$ cat config.mk
export PLATFORM = sky130hd
export DESIGN_NAME = slt_iter
export DESIGN_NICKNAME = d
export VERILOG_FILES = /design/src/rtl/slt_iter.sv
export SDC_FILE = /design/constraint.sdc
export NUM_CORES = 1
export LEC_CHECK = 0
export ABC_AREA = 1
export CAP_MARGIN = 20
export CORE_MARGIN = 2
export CORE_UTILIZATION = 35
export CTS_CLUSTER_DIAMETER = 150
export DETAILED_ROUTE_END_ITERATION = 7
export GPL_ROUTABILITY_DRIVEN = 0
export SLEW_MARGIN = 20
export SYNTH_ARGS = -nofsm -noshare
export SYNTH_HDL_FRONTEND = slang
export SYNTH_SLANG_ARGS = --single-unit
$ cat constraint.sdc
create_clock -name clk -period 2.2 [get_ports clk]
set_input_delay 0.33 -clock clk [delete_from_list [all_inputs] [get_ports clk]]
set_output_delay 0.33 -clock clk [all_outputs]
set_load 0.005 [all_outputs]
$ cat src/rtl/slt_iter.sv
// Multi-cycle set-less-than for the MiniMIPS ALU: signed/unsigned compare of two
// WIDTH-bit operands, scanned MSB-first CHUNK bits per cycle with early exit.
module slt_iter #(
  parameter int WIDTH = 32,
  parameter int CHUNK = 4
) (
  input  logic             clk,
  input  logic             reset,
  input  logic             start,
  input  logic [WIDTH-1:0] a,
  input  logic [WIDTH-1:0] b,
  input  logic             is_unsigned,
  output logic             busy,
  output logic             done,
  output logic [WIDTH-1:0] result,
  output logic             lt,
  output logic             eq
);

  localparam int NCHUNK = WIDTH / CHUNK;
  localparam int KW = (NCHUNK > 1) ? $clog2(NCHUNK) : 1;
  localparam logic [KW-1:0] K_LAST = KW'(NCHUNK - 1);
  localparam logic [WIDTH-1:0] MSB_MASK = {1'b1, {(WIDTH-1){1'b0}}};

  typedef enum logic {IDLE, SCAN} state_t;

  state_t           state_q, state_d;
  logic [WIDTH-1:0] a_q, a_d;
  logic [WIDTH-1:0] b_q, b_d;
  logic [KW-1:0]    k_q, k_d;
  logic             done_q, done_d;
  logic             lt_q, lt_d;
  logic             eq_q, eq_d;
  logic [CHUNK-1:0] chunk_a, chunk_b;

  // Flipping the sign bit maps two's-complement order onto unsigned order,
  // so one unsigned comparator serves both SLT and SLTU with no overflow case.
  function automatic logic [WIDTH-1:0] bias(input logic [WIDTH-1:0] v,
                                            input logic             uns);
    return uns ? v : (v ^ MSB_MASK);
  endfunction

  // Operands shift left each step, so the current chunk is always at the top.
  assign chunk_a = a_q[WIDTH-1 -: CHUNK];
  assign chunk_b = b_q[WIDTH-1 -: CHUNK];

  always_comb begin
    state_d = state_q;
    a_d     = a_q;
    b_d     = b_q;
    k_d     = k_q;
    done_d  = 1'b0;
    lt_d    = lt_q;
    eq_d    = eq_q;
    case (state_q)
      IDLE: begin
        if (start) begin
          a_d     = bias(a, is_unsigned);
          b_d     = bias(b, is_unsigned);
          k_d     = '0;
          state_d = SCAN;
        end
      end
      SCAN: begin
        if (chunk_a != chunk_b) begin
          lt_d    = (chunk_a < chunk_b);
          eq_d    = 1'b0;
          done_d  = 1'b1;
          state_d = IDLE;
        end else if (k_q == K_LAST) begin
          lt_d    = 1'b0;
          eq_d    = 1'b1;
          done_d  = 1'b1;
          state_d = IDLE;
        end else begin
          k_d = k_q + KW'(1);
          a_d = a_q << CHUNK;
          b_d = b_q << CHUNK;
        end
      end
      default: state_d = IDLE;
    endcase
  end

  always_ff @(posedge clk or posedge reset) begin
    if (reset) begin
      state_q <= IDLE;
      a_q     <= '0;
      b_q     <= '0;
      k_q     <= '0;
      done_q  <= 1'b0;
      lt_q    <= 1'b0;
      eq_q    <= 1'b0;
    end else begin
      state_q <= state_d;
      a_q     <= a_d;
      b_q     <= b_d;
      k_q     <= k_d;
      done_q  <= done_d;
      lt_q    <= lt_d;
      eq_q    <= eq_d;
    end
  end

  assign busy   = (state_q == SCAN);
  assign done   = done_q;
  assign lt     = lt_q;
  assign eq     = eq_q;
  assign result = {{(WIDTH-1){1'b0}}, lt_q};

endmodule

==> reports/qor.csv, run 1 <==
metric;value;unit
clk_lat worst skew;0.34;ns
XOR/XNOR Fraction of Synth Area;0;%
Syn Inst Count;548;
Post-Syn Area per Cell;7.16;sq um
grt ovf;0;
TritonCTS clock tree;built;
Hold WS;0.181;ns
largest family of logic cells by synthesized area;simple AND/OR/NAND/NOR gates;
Synth Area in Simple Gates;39.9;%
Lkg Pwr;0.00266;uW
hpwl dp;5830;um
clk slew on worst S/H paths;0.07;ns
vias in the first global route;3340;
VDD IR-drop max;0.362;mV
Max Clock Skew;0.00700;ns
Final Critical Period;1.79;ns
DR iter-0 viols;120;
non-filler cells, final;751;
complex-gate fraction of the synthesized area;0.574;%
Fmax;558;MHz
post-synth top area share;45.3;%
Die Ht;110;um
Yosys reg bits;71;
DRC;0;
CP max stage cell;clkdlybuf4s50_1;
area leader, netlist;dfrtp_1;
Adder-Cell Fraction of Synth Area;1.91;%
post-layout util;44.6;%
max incr delay on CP;0.54;ns
Starting Density;36.0;%
first-pass GRT wire length;14900;um
Post CTS Setup Buffer Count;0;
worst path arrival time;1.46;ns
placed cell areas;4650;sq um
largest net degree at the start of global routing;69;
status;complete, no violations;
Vias;3366;
Inserted Clock Buffers;9;
gr usage total;15.6;%
post-synthesis mux area share;0;%
I/O pin total;104;
register area share after synthesis;45.3;%
Clock Tree Root;clkbuf_8;
WP buf/inv;2;
Ys Warns;0;
Cell Rows;38;
Via density;4.48;
leading post-synthesis cells by cell area;dfrtp_1 (45%), nand2_1 (29%), nand3_1 (9.1%);
clk sinks;71;
critical path's top delay family;buffers and inverters;
Syn-to-layout area delta;23.9;%
H-tree depth;3;
post-cts sizing count;0;
final slew viol count;0;
Placed Instances;735;
Pwr Density;1150;nW/um^2
Finished Cell Area;4860;sq um
Die Area;12100;sq um
maximum clock insertion buffer count;2;
Critical Path End Type;output pin;
final WL;8820;um
router iterations before antenna repair;4;
Hold Crit Class;input port to asynchronous set/reset pin;
Yosys cell types;18;
Crit path required time;1.87;ns
fin crit share;81.4;%
crit start category;flop;
CP Cell Sequence;buf_4 -> clkdlybuf4s50_1;
CP max FO;15;
Synth Cell Area;3920;sq um
Hold Buf Count CTS;0;
Max Cap Viol;0;
Final Hold Vio Count;0;
RSZ-0062 raised after global routing;no;
ANT cells;0;
final setup vio count;0;
antenna violations before repair;0;
core area;10900;sq um
input/output buffers;72;
DIE WIDTH;110;um
Setup TNS;0;ns
crit path kind;flop to output pin;
share of cells above drive strength 1;5.24;%
Wirelength per Cell;11.7;um
antenna-violating nets left;0;
# nets final;680;
-- metal layers --
layer / vias to the layer above / share of wire, % / global-route usage, % / wire [um]
met2: 86 / 48 / 27.3 / 4270
met4: 0 / 1.6 / 5.97 / 138
li1: 1743 / - / - / -
met3: 13 / 4.3 / 2.55 / 375
met1: 1524 / 46 / 19.2 / 4040
met5: - / 0 / 0 / 0
-- worst paths after layout --
kind	cells after the start	slack, ns	endpoint	startpoint
setup / recovery	2	0.41	busy	busy$_DFF_PP0_
setup reg to reg	8	0.44	a_q[14]$_DFFE_PP0P_	a_q[31]$_DFFE_PP0P_
hold reg to reg	2	0.51	a_q[28]$_DFFE_PP0P_	a_q[28]$_DFFE_PP0P_
hold / removal	2	0.18	b_q[15]$_DFFE_PP0P_	reset
max in group asynchronous	3	1.57	busy$_DFF_PP0_	reset
min in group clk	2	0.51	a_q[28]$_DFFE_PP0P_	a_q[28]$_DFFE_PP0P_
-- kinds of logic after synthesis --
kind of cell	Yosys count
simple gates	386
buf+inv	80
flops	71
fa+ha+maj	6
compound gates	4
other cells	1
-- flip-flops by register name, summed over array words and instances, names as in the netlist --
name  flops
k_q       3
busy      1
b_q      32
a_q      32
eq        1
done      1
lt        1
-- synth_stat cells --
master    number
inv_2          1
o21bai_1       1
buf_4         36
nand2_1      308
nor2_4         1
buf_2         16
clkbuf_1      10
ha_1           6
nand2_2        3
inv_1         14
nor2_1         2
a21oi_1        2
nand3_1       71
dfrtp_1       71
o21ai_0        1
buf_6          3
conb_1         1
nand3_4        1
-- layout make-up --
type	instances	area [sq um]
flip-flops and latches	71	1780
clock buffers	14	173
fillers	1132	6030
well taps	140	175
repair buffers	82	858
multi-input cells	427	1780
inverters	15	56.3
clock inverters	2	37.5
-- where the power goes --
group          switching, uW  internal (uW)  total [uW]  leakage, uW
Clock                    467            618        1090     0.000103
Sequential               298           1880        2180     0.000893
Combinational           1410            907        2320      0.00166
Total                   2180           3410        5590      0.00266
-- metrics by stage --
step | setup WS, ns | total power [uW]
2_1_floorplan | 0.0734 | 3950
3_3_place_gp | 0.445 | 4490
3_5_place_dp | 0.416 | 4560
4_1_cts | 0.388 | 5670
5_1_grt | 0.306 | 6130
6_report | 0.409 | 5590
-- placed cells by master, fill, tap and decap left out --
cell / synthesis / final
nand2_2: 3 / 3
buf_4: 36 / 5
inv_1: 14 / 13
clkbuf_1: 10 / 2
dfrtp_1: 71 / 70
nand3_1: 71 / 71
clkbuf_8: 0 / 12
nand3_4: 1 / 1
nor2_1: 2 / 2
ha_1: 6 / 6
clkdlybuf4s50_1: 0 / 72
bufinv_16: 0 / 1
o21bai_1: 1 / 1
nand2_1: 308 / 308
dfrtp_2: 0 / 1
buf_12: 0 / 5
conb_1: 1 / 31
a21oi_1: 2 / 2
clkinvlp_4: 0 / 1
o21ai_0: 1 / 1
nor2_4: 1 / 1
inv_2: 1 / 2
Note: power is estimated with default switching activity, not from simulation.
==> inputs of run 2 (changes only) <==
Clock period 2.2 ns to 1.8 ns, I/O delays scaled along.
==> run 2 against run 1 <==
Net effect:
- clock-buffer cell count stayed put
- clock power hardly changed
- sequential share of layout area down 0.21 points
- critical path type is now flop to flop
- largest cell class unchanged
==> reports/qor.csv, run 2 (same netlist as run 1, synthesis figures left out) <==
metric;value;unit
Die Area;12100;sq um
post-layout util;44.9;%
I/O pin total;104;
Clock Tree Root;clkbuf_8;
crit start category;flop;
Hold Crit Class;input port to asynchronous set/reset pin;
Seq. cell area;1780;sq um
ANT cells;0;
TritonCTS clock tree;built;
final slew viol count;0;
Final Critical Period;1.65;ns
Hold Buf Count CTS;0;
number of fill cells;1142;
most common cell after layout, fill and taps aside;nand2_1;
first-pass GRT wire length;15000;um
Critical Path End Type;flop;
R2R cell count;9;
antenna-violating nets left;0;
Syn-to-layout area delta;24.6;%
vias in the first global route;3304;
largest net degree at the start of global routing;48;
pre-CTS setup slack;0.0997;ns
RSZ-0062 raised after global routing;no;
# nets final;687;
VDD IR-drop max;0.609;mV
Post CTS Setup Buffer Count;0;
DRC;0;
status;complete, no violations;
most frequent cells in the layout;nand2_1 (308), clkdlybuf4s50_1 (72), nand3_1 (71);
clk slew on worst S/H paths;0.07;ns
Power Total;6680;uW
clk sinks;71;
crit path kind;flop to flop;
grt ovf;0;
PnR worst setup slack;0.150;ns
Worst R2R Setup Slack;0.15;ns
Die Ht;110;um
Cell Rows;38;
input/output buffers;72;
DR iter-0 viols;125;
Hold WS;0.281;ns
final WL;8810;um
Fmax;606;MHz
CP max FO;23;
Max Clock Skew;0.00907;ns
area of the multi-input gates;1790;sq um
clk_lat worst skew;0.34;ns
Final Hold Vio Count;0;
gr usage total;15.9;%
Wirelength per Cell;11.6;um
Inserted Clock Buffers;9;
Max Cap Viol;0;
Pwr Density;1370;nW/um^2
maximum clock insertion buffer count;2;
fin crit share;91.7;%
final setup vio count;0;
Via density;4.50;
Vias;3405;
origin of the critical flop-to-flop path;b_q[31]$_DFFE_PP0P_;
H-tree depth;3;
router iterations before antenna repair;4;
hpwl dp;6020;um
share of cells above drive strength 1;6.00;%
Setup TNS;0;ns
core area;10900;sq um
worst path arrival time;1.93;ns
Lkg Pwr;0.00267;uW
Crit path required time;2.08;ns
DIE WIDTH;110;um
reg2reg end;a_q[8]$_DFFE_PP0P_;
Top Registers;a_q (32), b_q (32), k_q (3);
antenna violations before repair;0;
Starting Density;36.0;%
==> run 2: power breakdown <==
group	switching [uW]	internal, uW
clock network	546	568
logic	1710	1180
registers	378	2300
==> run 2: worst max-delay path: stages, from the launching register on <==
cell and delay [ns]:
dfrtp_1 0.35, inv_1 0.05, ha_1 0.30, nand2_2 0.08
nor2_4 0.14, nand3_4 0.19, nand2_4 0.15, clkbuf_16 0.20
nand2_1 0.07, nand2_1 0.05
==> run 2: stage by stage <==
| step | cells | area, sq um |
|---|---|---|
| after floorplan | 578 | 4040 |
| after global placement | 741 | 4680 |
| after detailed placement | 741 | 4680 |
| after CTS | 756 | 4850 |
| after global routing | 757 | 4890 |
| final | 757 | 4890 |
==> run 2: repair_timing <==
| action | CTS | global route |
|---|---|---|
| endpoints found under the hold margin | 0 | 0 |
| resized for setup | 0 | 2 |
| setup endpoints to repair | 0 | 46 |
==> run 2: final cells by class <==
| class | instances | area share (%) |
|---|---|---|
| clock buffers | 14 | 3.33 |
| multi-input cells | 427 | 36.5 |
| flip-flops and latches | 71 | 36.4 |
| inverters | 15 | 1.23 |
| clock inverters | 1 | 0.102 |
| well taps | 140 | 3.59 |
| repair buffers | 89 | 18.8 |
==> run 2: how the worst max path moves through the flow <==
stage                              from                  end  slack (ns)  cells after the start
detailed placement  b_q[31]$_DFFE_PP0P_  a_q[24]$_DFFE_PP0P_         0.1                      9
finish              b_q[31]$_DFFE_PP0P_   a_q[8]$_DFFE_PP0P_        0.15                      9
floorplan           a_q[31]$_DFFE_PP0P_  a_q[13]$_DFFE_PP0P_        0.29                      8
global route        a_q[31]$_DFFE_PP0P_  a_q[26]$_DFFE_PP0P_       0.001                      8
CTS                  k_q[0]$_DFFE_PP0P_  a_q[24]$_DFFE_PP0P_        0.08                      8
global placement    b_q[29]$_DFFE_PP0P_   a_q[8]$_DFFE_PP0P_        0.18                      9
==> run 2: metal layers <==
layer | track usage, % | share of wire [%] | vias up
met5 | 0 | 0 | -
met4 | 4.34 | 0.87 | 0
met3 | 5.33 | 5.6 | 7
met2 | 26.3 | 49 | 93
met1 | 19.7 | 45 | 1545
li1 | - | - | 1760
